===== src/rtl/bram_port_arbiter_pkg.sv =====
// Shared constants and types for the BRAM port arbiter slice.
// The defaults describe a 64-bit x 1024 dual_port_bram port with a read latency of 3.
package zeus_bram_pkg;

  localparam int BRAM_READ_LATENCY = 3;
  localparam int BRAM_DATA_WIDTH   = 64;
  localparam int BRAM_DATA_DEPTH   = 1024;
  localparam int BRAM_ADDR_WIDTH   = $clog2(BRAM_DATA_DEPTH);

  typedef struct packed {
    logic                       we;
    logic [BRAM_ADDR_WIDTH-1:0] addr;
    logic [BRAM_DATA_WIDTH-1:0] wdata;
  } bram_req_t;

  typedef struct packed {
    logic valid;
    logic id;
  } rsp_tag_t;

endpackage


===== src/rtl/bram_port_arbiter_if.sv =====
// One requester's link to the arbiter: a request handshake and a read-return pulse.
// The master modport is the requester side; the slave modport is the arbiter side.
interface bram_port_arbiter_if
  import zeus_bram_pkg::*;
#(
  parameter int DATA_WIDTH = BRAM_DATA_WIDTH,
  parameter int ADDR_WIDTH = BRAM_ADDR_WIDTH
);

  logic                  valid;
  logic                  ready;
  logic                  we;
  logic [ADDR_WIDTH-1:0] addr;
  logic [DATA_WIDTH-1:0] wdata;
  logic                  rsp_valid;
  logic [DATA_WIDTH-1:0] rsp_rdata;

  modport master (
    output valid, we, addr, wdata,
    input  ready, rsp_valid, rsp_rdata
  );

  modport slave (
    input  valid, we, addr, wdata,
    output ready, rsp_valid, rsp_rdata
  );

endinterface


===== src/rtl/bram_port_arbiter_rr.sv =====
// Two-way round-robin grant. On a tie, the requester that was not granted last wins.
// The grant is combinational, and it is held low while reset is asserted.
module rr_arbiter2 (
  input  logic       clk,
  input  logic       rst_n,
  input  logic [1:0] req_i,
  output logic [1:0] gnt_o
);

  logic last_q;
  logic last_d;

  always_comb begin
    gnt_o = 2'b00;
    if (rst_n) begin
      if (req_i == 2'b11) gnt_o = last_q ? 2'b01 : 2'b10;
      else                gnt_o = req_i;
    end
  end

  assign last_d = (gnt_o != 2'b00) ? gnt_o[1] : last_q;

  // Resetting to 1 means req0 wins the first tie.
  always_ff @(posedge clk) begin
    if (!rst_n) last_q <= 1'b1;
    else        last_q <= last_d;
  end

endmodule


===== src/rtl/bram_port_arbiter.sv =====
// Shares one BRAM port between two requesters. Winning accesses are registered onto the port.
// A {valid,id} tag pipeline follows each read through the BRAM latency and returns its data to the issuer.
module bram_port_arbiter
  import zeus_bram_pkg::*;
#(
  parameter int DATA_WIDTH   = BRAM_DATA_WIDTH,
  parameter int DATA_DEPTH   = BRAM_DATA_DEPTH,
  parameter int ADDR_WIDTH   = $clog2(DATA_DEPTH),
  parameter int READ_LATENCY = BRAM_READ_LATENCY
) (
  input  logic                               clk,
  input  logic                               rst_n,
  bram_port_arbiter_if.slave                 req0_if,
  bram_port_arbiter_if.slave                 req1_if,
  output logic                               bram_en_o,
  output logic                               bram_we_o,
  output logic [ADDR_WIDTH-1:0]              bram_addr_o,
  output logic [DATA_WIDTH-1:0]              bram_din_o,
  output logic                               bram_rst_o,
  input  logic [DATA_WIDTH-1:0]              bram_dout_i,
  output logic [$clog2(READ_LATENCY+2)-1:0]  rd_inflight_o
);

  localparam int TAG_STAGES = READ_LATENCY + 1;
  localparam int CNT_W      = $clog2(READ_LATENCY + 2);

  logic [1:0]            gnt;
  logic                  accept;
  logic                  sel;
  logic                  sel_we;
  logic [ADDR_WIDTH-1:0] sel_addr;
  logic [DATA_WIDTH-1:0] sel_wdata;
  logic                  rd_accept;
  logic                  rsp_fire;

  logic                  en_q, en_d;
  logic                  we_q, we_d;
  logic [ADDR_WIDTH-1:0] addr_q, addr_d;
  logic [DATA_WIDTH-1:0] din_q, din_d;
  rsp_tag_t              tag_q [TAG_STAGES];
  rsp_tag_t              tag_d;
  logic [CNT_W-1:0]      inflight_q, inflight_d;

  rr_arbiter2 u_arb (
    .clk   (clk),
    .rst_n (rst_n),
    .req_i ({req1_if.valid, req0_if.valid}),
    .gnt_o (gnt)
  );

  assign req0_if.ready = gnt[0];
  assign req1_if.ready = gnt[1];

  assign accept    = |gnt;
  assign sel       = gnt[1];
  assign sel_we    = sel ? req1_if.we    : req0_if.we;
  assign sel_addr  = sel ? req1_if.addr  : req0_if.addr;
  assign sel_wdata = sel ? req1_if.wdata : req0_if.wdata;
  assign rd_accept = accept & ~sel_we;

  // addr/din keep their last value on idle cycles, so an idle port does not toggle its bus.
  always_comb begin
    en_d   = accept;
    we_d   = accept & sel_we;
    addr_d = accept ? sel_addr  : addr_q;
    din_d  = accept ? sel_wdata : din_q;
    tag_d.valid = rd_accept;
    tag_d.id    = sel;
  end

  always_ff @(posedge clk) begin
    if (!rst_n) begin
      en_q   <= 1'b0;
      we_q   <= 1'b0;
      addr_q <= '0;
      din_q  <= '0;
    end else begin
      en_q   <= en_d;
      we_q   <= we_d;
      addr_q <= addr_d;
      din_q  <= din_d;
    end
  end

  // Stage k holds the tag of the access the BRAM has been working on for k cycles.
  always_ff @(posedge clk) begin
    if (!rst_n) begin
      for (int i = 0; i < TAG_STAGES; i++) tag_q[i] <= '0;
    end else begin
      tag_q[0] <= tag_d;
      for (int i = 1; i < TAG_STAGES; i++) tag_q[i] <= tag_q[i-1];
    end
  end

  assign rsp_fire = tag_q[TAG_STAGES-1].valid & rst_n;

  assign req0_if.rsp_valid = rsp_fire & ~tag_q[TAG_STAGES-1].id;
  assign req1_if.rsp_valid = rsp_fire &  tag_q[TAG_STAGES-1].id;
  assign req0_if.rsp_rdata = req0_if.rsp_valid ? bram_dout_i : '0;
  assign req1_if.rsp_rdata = req1_if.rsp_valid ? bram_dout_i : '0;

  always_comb begin
    inflight_d = inflight_q;
    case ({rd_accept, rsp_fire})
      2'b10:   inflight_d = inflight_q + CNT_W'(1);
      2'b01:   inflight_d = inflight_q - CNT_W'(1);
      default: inflight_d = inflight_q;
    endcase
  end

  always_ff @(posedge clk) begin
    if (!rst_n) inflight_q <= '0;
    else        inflight_q <= inflight_d;
  end

  assign bram_en_o     = en_q;
  assign bram_we_o     = we_q;
  assign bram_addr_o   = addr_q;
  assign bram_din_o    = din_q;
  assign bram_rst_o    = ~rst_n;
  assign rd_inflight_o = inflight_q;

endmodule


===== src/flat_wrapper.sv =====
// flat-port wrapper written by rule: the top's interface ports become plain ports
module bram_port_arbiter_flat import zeus_bram_pkg::*;
#(
  parameter int DATA_WIDTH   = BRAM_DATA_WIDTH,
  parameter int DATA_DEPTH   = BRAM_DATA_DEPTH,
  parameter int ADDR_WIDTH   = $clog2(DATA_DEPTH),
  parameter int READ_LATENCY = BRAM_READ_LATENCY
)
  (clk, rst_n, bram_en_o, bram_we_o, bram_addr_o, bram_din_o, bram_rst_o, bram_dout_i, rd_inflight_o, req0_if_valid, req0_if_we, req0_if_addr, req0_if_wdata, req0_if_ready, req0_if_rsp_valid, req0_if_rsp_rdata, req1_if_valid, req1_if_we, req1_if_addr, req1_if_wdata, req1_if_ready, req1_if_rsp_valid, req1_if_rsp_rdata);
  bram_port_arbiter_if #(.DATA_WIDTH(DATA_WIDTH), .ADDR_WIDTH(ADDR_WIDTH)) req0_if_i ();
  bram_port_arbiter_if #(.DATA_WIDTH(DATA_WIDTH), .ADDR_WIDTH(ADDR_WIDTH)) req1_if_i ();
  input  logic clk;
  input  logic rst_n;
  output logic bram_en_o;
  output logic bram_we_o;
  output logic [ADDR_WIDTH-1:0] bram_addr_o;
  output logic [DATA_WIDTH-1:0] bram_din_o;
  output logic bram_rst_o;
  input  logic [DATA_WIDTH-1:0] bram_dout_i;
  output logic [$clog2(READ_LATENCY+2)-1:0] rd_inflight_o;
  input wire logic [$bits(req0_if_i.valid)-1:0] req0_if_valid;
  input wire logic [$bits(req0_if_i.we)-1:0] req0_if_we;
  input wire logic [$bits(req0_if_i.addr)-1:0] req0_if_addr;
  input wire logic [$bits(req0_if_i.wdata)-1:0] req0_if_wdata;
  output wire logic [$bits(req0_if_i.ready)-1:0] req0_if_ready;
  output wire logic [$bits(req0_if_i.rsp_valid)-1:0] req0_if_rsp_valid;
  output wire logic [$bits(req0_if_i.rsp_rdata)-1:0] req0_if_rsp_rdata;
  input wire logic [$bits(req1_if_i.valid)-1:0] req1_if_valid;
  input wire logic [$bits(req1_if_i.we)-1:0] req1_if_we;
  input wire logic [$bits(req1_if_i.addr)-1:0] req1_if_addr;
  input wire logic [$bits(req1_if_i.wdata)-1:0] req1_if_wdata;
  output wire logic [$bits(req1_if_i.ready)-1:0] req1_if_ready;
  output wire logic [$bits(req1_if_i.rsp_valid)-1:0] req1_if_rsp_valid;
  output wire logic [$bits(req1_if_i.rsp_rdata)-1:0] req1_if_rsp_rdata;
  assign req0_if_i.valid = req0_if_valid;
  assign req0_if_i.we = req0_if_we;
  assign req0_if_i.addr = req0_if_addr;
  assign req0_if_i.wdata = req0_if_wdata;
  assign req0_if_ready = req0_if_i.ready;
  assign req0_if_rsp_valid = req0_if_i.rsp_valid;
  assign req0_if_rsp_rdata = req0_if_i.rsp_rdata;
  assign req1_if_i.valid = req1_if_valid;
  assign req1_if_i.we = req1_if_we;
  assign req1_if_i.addr = req1_if_addr;
  assign req1_if_i.wdata = req1_if_wdata;
  assign req1_if_ready = req1_if_i.ready;
  assign req1_if_rsp_valid = req1_if_i.rsp_valid;
  assign req1_if_rsp_rdata = req1_if_i.rsp_rdata;
  bram_port_arbiter #(.DATA_WIDTH(DATA_WIDTH), .DATA_DEPTH(DATA_DEPTH), .ADDR_WIDTH(ADDR_WIDTH), .READ_LATENCY(READ_LATENCY)) u_core (.clk(clk), .rst_n(rst_n), .req0_if(req0_if_i), .req1_if(req1_if_i), .bram_en_o(bram_en_o), .bram_we_o(bram_we_o), .bram_addr_o(bram_addr_o), .bram_din_o(bram_din_o), .bram_rst_o(bram_rst_o), .bram_dout_i(bram_dout_i), .rd_inflight_o(rd_inflight_o));
endmodule

===== config.mk =====
export PLATFORM = sky130hd
export DESIGN_NAME = bram_port_arbiter_flat
export DESIGN_NICKNAME = d
export VERILOG_FILES = /design/src/rtl/bram_port_arbiter_pkg.sv /design/src/rtl/bram_port_arbiter_if.sv /design/src/rtl/bram_port_arbiter_rr.sv /design/src/rtl/bram_port_arbiter.sv /design/src/flat_wrapper.sv
export SDC_FILE = /design/constraint.sdc
export NUM_CORES = 1
export LEC_CHECK = 0
export CAP_MARGIN = 0
export CORE_AREA = 5 5 164 166
export CTS_BUF_LIST = sky130_fd_sc_hd__clkbuf_16
export DETAILED_ROUTE_END_ITERATION = 8
export DIE_AREA = 0 0 169 171
export DONT_BUFFER_PORTS = 1
export GPL_TIMING_DRIVEN = 0
export PLACE_DENSITY_LB_ADDON = 0.25
export SLEW_MARGIN = 10
export SYNTH_ARGS = -nofsm -noshare
export SYNTH_HDL_FRONTEND = slang
export SYNTH_SLANG_ARGS = --single-unit

===== constraint.sdc =====
create_clock -name clk -period 4.7 [get_ports clk]
set_input_delay 0.94 -clock clk [delete_from_list [all_inputs] [get_ports clk]]
set_output_delay 0.94 -clock clk [all_outputs]
set_load 0.1 [all_outputs]

-- After elaboration in Yosys (flattened, before gate mapping)
Memories as Yosys holds them, arrays and structs flattened.
Index checks and enable logic that the tools add are counted.
- register bits after elaboration: 80
- RAM bits: 8
- output and inout port bits: 212
- input port bits: 218
- memories kept: 1
- muxes and demuxes: 15
- eq/ne operators: 3
- add/sub/neg operators: 2
- reduce and logical (&&, ||, !) cells: 3
- bitwise gates (word level): 12
- memory list (name ; words ; width ; rd ports ; clocked after memory_dff ; write ports ; RTL line ; text):
    u_core.tag_q ; 4 ; 2 ; 4 ; 0 ; 4 ; bram_port_arbiter.sv:40 ; rsp_tag_t tag_q [TAG_STAGES];
- operators with widths (operator ; number):
    $mux 64 ; 3
    $mux 2 ; 7
    $mux 10 ; 1
    $pmux 3 s2 ; 1
    $and 1x1->1 ; 5
    $eq 2x2->1 const B ; 2
    $or 1x1->1 ; 4
    $reduce_bool 2->1 ; 2
    $add 3x1->3 const B ; 1
    $mux 1 ; 3
    $not 1->1 ; 3
    $sub 3x1->3 const B ; 1
    $eq 2x1->1 const B ; 1
    $reduce_or 2->1 ; 1

-- Logic depth before layout (Yosys ltp)
- depth after elaboration: 8
- mapped depth: 10
- mapped depth without buffers: 8

-- Hierarchy
Synthesis repeated with hierarchy kept, for this count alone.
- cells, all modules: 597
- area, all modules: 4536.9 um2
- modules (own cells, without submodules) (module ; area each (um2) ; times used ; cells each ; sequential area each (um2)):
    bram_port_arbiter ; 4475.5 ; 1 ; 588 ; 1741.7
    rr_arbiter2 ; 61.3 ; 1 ; 9 ; 20.0

-- Least setup slack after synthesis
Ideal clock, no wire load.
- path kind: input -> output
- from: input rst_n
- to: output req0_if_rsp_rdata[54]
- arrival: 3.039 ns
- slack: 0.721 ns
- path buffers: 1
- cell stages on the path: 4
- cell sequence: and2_1 -> and2b_1 -> clkbuf_1 -> and2_1
- longest elaborated chain between the ends: 3
- RTL lines (item ; RTL line ; text):
    from (decl) ; flat_wrapper.sv:13 ; input logic rst_n;
    $and 1x1->1 ; bram_port_arbiter.sv:95 ; assign rsp_fire = tag_q[TAG_STAGES-1].valid & rst_n;
    $and 1x1->1 ; bram_port_arbiter.sv:97 ; assign req0_if.rsp_valid = rsp_fire & ~tag_q[TAG_STAGES-1].id;
    net req0_if_rsp_valid ; flat_wrapper.sv:26 ; output wire logic [$bits(req0_if_i.rsp_valid)-1:0] req0_if_rsp_valid;
    $mux 64 ; bram_port_arbiter.sv:99 ; assign req0_if.rsp_rdata = req0_if.rsp_valid ? bram_dout_i : '0;
    to (decl) ; flat_wrapper.sv:27 ; output wire logic [$bits(req0_if_i.rsp_rdata)-1:0] req0_if_rsp_rdata;
The timed path passes the listed nets, and every way through them passes these cells.

-- Worst setup path after layout
- from: input req0_if_valid
- to: output req0_if_ready
- longest elaborated chain between the ends: 3
- RTL lines (item ; RTL line ; text):
    from (decl) ; flat_wrapper.sv:21 ; input wire logic [$bits(req0_if_i.valid)-1:0] req0_if_valid;
    $eq 2x2->1 ; bram_port_arbiter_rr.sv:16 ; if (req_i == 2'b11) gnt_o = last_q ? 2'b01 : 2'b10;
    $mux 2 (*) ; bram_port_arbiter_rr.sv:16 ;
    $mux 2 (*) ; bram_port_arbiter_rr.sv:15 ; if (rst_n) begin
    to (decl) ; flat_wrapper.sv:25 ; output wire logic [$bits(req0_if_i.ready)-1:0] req0_if_ready;
Every way passes the cells marked *; elsewhere a longest branch is shown, timed or not.

==> flow_metrics.tcl <==
set metrics [dict create \
    status "complete, no violations" \
    layout_min_cycle_time_ps 3880 \
    synth_cell_types 29 \
    first_global_vias 4506 \
    critPathCaptureType "primary output" \
    yosysTopAreaCell "dfxtp_1" \
    worstSetupPathType "in -> out" \
    slew_headroom 0.260 \
    fin_nets 696 \
    synth_top_family_by_area "compound AO/OA/AOI/OAI gates" \
    drv_cap 0 \
    yosysSeqAreaShare 0.376 \
    worst_slew_pin_slew_ps 1120 \
    max_freq_mhz 258 \
    root_buffer "clkbuf_16" \
    clock_latency_ps 350 \
    ir_drop_mv 0.182 \
    synth.area.top_cells "dfxtp_1 38%, and2_1 18%, o2111a_1 18%, a221o_1 16%, buf_2 2.5%" \
    place_congestion 1.04 \
    die_w_um 169 \
    synth_fa_ha_area_frac 0.00694 \
    grt_max_degree 17 \
    grt_pass1_wl_mm 32.9 \
    power.density_mw_per_mm2 410 \
    synth_xor_area_frac 0.00374 \
    ant_nets 0 \
    dp_cells 800 \
    drt_iter0_drc 213 \
    drive_above_1_share 0.104 \
    drc_errors 0 \
    cp.required_ps 3760 \
    grt_use_total 0.157 \
    synth_top_area_frac 0.376 \
    rows 59 \
    start_util 0.184 \
    mostFrequentLayoutCells "135 x and2_1, 88 x dfxtp_1, 74 x o2111a_1, 74 x a221o_1, 27 x clkbuf_1" \
    finalCritPeriodShare 0.825 \
    antenna_found_initial 8 \
    startpoint_type "input pin" \
    io_buffers 0 \
    pre_cts_slack_ps 760 \
    cts.hold.buffers_added 0 \
    synthesis.area_mm2 0.00469 \
    muxShareOfSynthArea 0.00214 \
    path_clk_slew_ps 70 \
    syn-num-nets 685 \
    syn2layout_area_growth_pct 15.9 \
    final_common_cell "and2_1" \
    setup_ws_ps 821 \
    p_leak_uw 0.00206 \
    dieArea_mm2 0.0289 \
    syn_avg_cell_area_um2 10.1 \
    design.core.area_mm2 0.0255 \
    finalSetupViolCount 0 \
    routed_wl_mm 24.6 \
    cts_tree "done" \
    synth_compound_gate_area_share 0.342 \
    ys_warn_count 0 \
    htree_levels 3 \
    syn_inst 465 \
    via_per_inst 5.25 \
    reg2reg_depth 8 \
    overflow 0 \
    min_path_type "reg -> reg" \
    finClkSkew_ps 12.4 \
    finalHoldViolCount 0 \
    drv_slew 0 \
    synth_seq_cells 88 \
    die_h_um 171 \
    fin_cells 825 \
    num_vias 4328 \
    cts-resized-gates 0 \
    cp_max_fo 10 \
    post_cts_buffers 0 \
    hpwl_mm 20.5 \
    hold_depth 1 \
    cts_max_path_buffers 2 \
    cts_made_buffers 9 \
    top_level_ports 430 \
    wl_per_cell_um 29.8 \
    fillers 2804 \
    total_power_uw 2230 \
    clock-sinks 88 \
    yosys.area_share.simple 0.199 \
    firstDrtPassIters 6 \
    rsz0062_at_grt "no" \
    fin_tns_setup_ps 0 \
    arrival_ps 2940 \
]
through the flow:
stage               hold WS [ps]   util  area [um^2]
floorplan                    412      -         4690
global placement             414  0.200         5110
detailed placement           422  0.201         5110
CTS                          442  0.212         5410
global route                 454  0.213         5430
finish                       434  0.213         5430
cells by family (layout without fill, tap and decap cells):
family / Yosys count / after routing
AOI/OAI and AO/OA: 153 / 153
and+or+nand+nor: 152 / 152
DFF: 88 / 88
buffers and inverters: 67 / 83
adders and majority gates: 2 / 2
xor gates and xnor gates: 2 / 2
muxes: 1 / 1
other: 0 / 9
sequential cells by signal, summed over array words and instances (netlist names):
register / flops
u_core.bram_din_o: 64
u_core.bram_addr_o: 10
u_core.tag_q: 8
u_core.rd_inflight_o: 3
u_core.bram_en_o: 1
u_core.bram_we_o: 1
u_core.u_arb.last_q: 1
worst paths after layout:
kind	slack, ps	start	endpoint
worst max register to register	2560	u_core.u_arb.last_q	u_core.rd_inflight_o[2]
worst max-delay path	820	req0_if_valid	req0_if_ready
worst min-delay path	430	u_core.tag_q[2][1]	u_core.tag_q[3][1]
worst min register to register	430	u_core.tag_q[2][1]	u_core.tag_q[3][1]
synth_stat cells:
| library cell | instances |
|---|---|
| nor2_1 | 6 |
| a21boi_0 | 1 |
| fa_1 | 1 |
| o21ai_0 | 2 |
| inv_1 | 1 |
| or3b_1 | 1 |
| buf_1 | 5 |
| clkbuf_1 | 29 |
| xor2_1 | 1 |
| mux2i_1 | 1 |
| inv_2 | 2 |
| xnor2_1 | 1 |
| o2111a_1 | 74 |
| ha_1 | 1 |
| nand2_1 | 2 |
| a21oi_1 | 1 |
| and2_4 | 1 |
| nor3_1 | 1 |
| a221o_1 | 74 |
| o211ai_1 | 1 |
| buf_2 | 23 |
| buf_6 | 6 |
| clkbuf_2 | 1 |
| dfxtp_1 | 88 |
| or3_1 | 1 |
| and2_1 | 135 |
| and2b_1 | 1 |
| nand3_1 | 1 |
| and3_1 | 3 |
worst max-delay path: stages:
cell,delay [ps]
buf_2,170
buf_2,320
clkbuf_1,510
and3_1,980
power by group:
part | leakage [uW] | internal [uW] | switching [uW]
clock network | 0.000152 | 419 | 337
registers | 0.000728 | 803 | 446
logic | 0.00118 | 82.1 | 142
total | 0.00206 | 1300 | 926
routing by layer:
| layer | wire, um | GRT usage |
|---|---|---|
| met1 | 7970 | 0.147 |
| met2 | 13000 | 0.291 |
| met3 | 2430 | 0.0615 |
| met4 | 1100 | 0.0865 |
| met5 | 49 | 0 |
final cells by class:
class | instances | area (um^2) | share of cell area
Inverter | 3 | 11.3 | 0.00207
Multi-Input combinational cell | 310 | 2600 | 0.478
Sequential cell | 88 | 1760 | 0.324
Clock buffer | 9 | 225 | 0.0414
Buffer | 64 | 318 | 0.0585
Tap cell | 335 | 419 | 0.0771
Clock inverter | 7 | 77.6 | 0.0143
Antenna cell | 9 | 22.5 | 0.00414
Power figures use the tool's default switching activity.
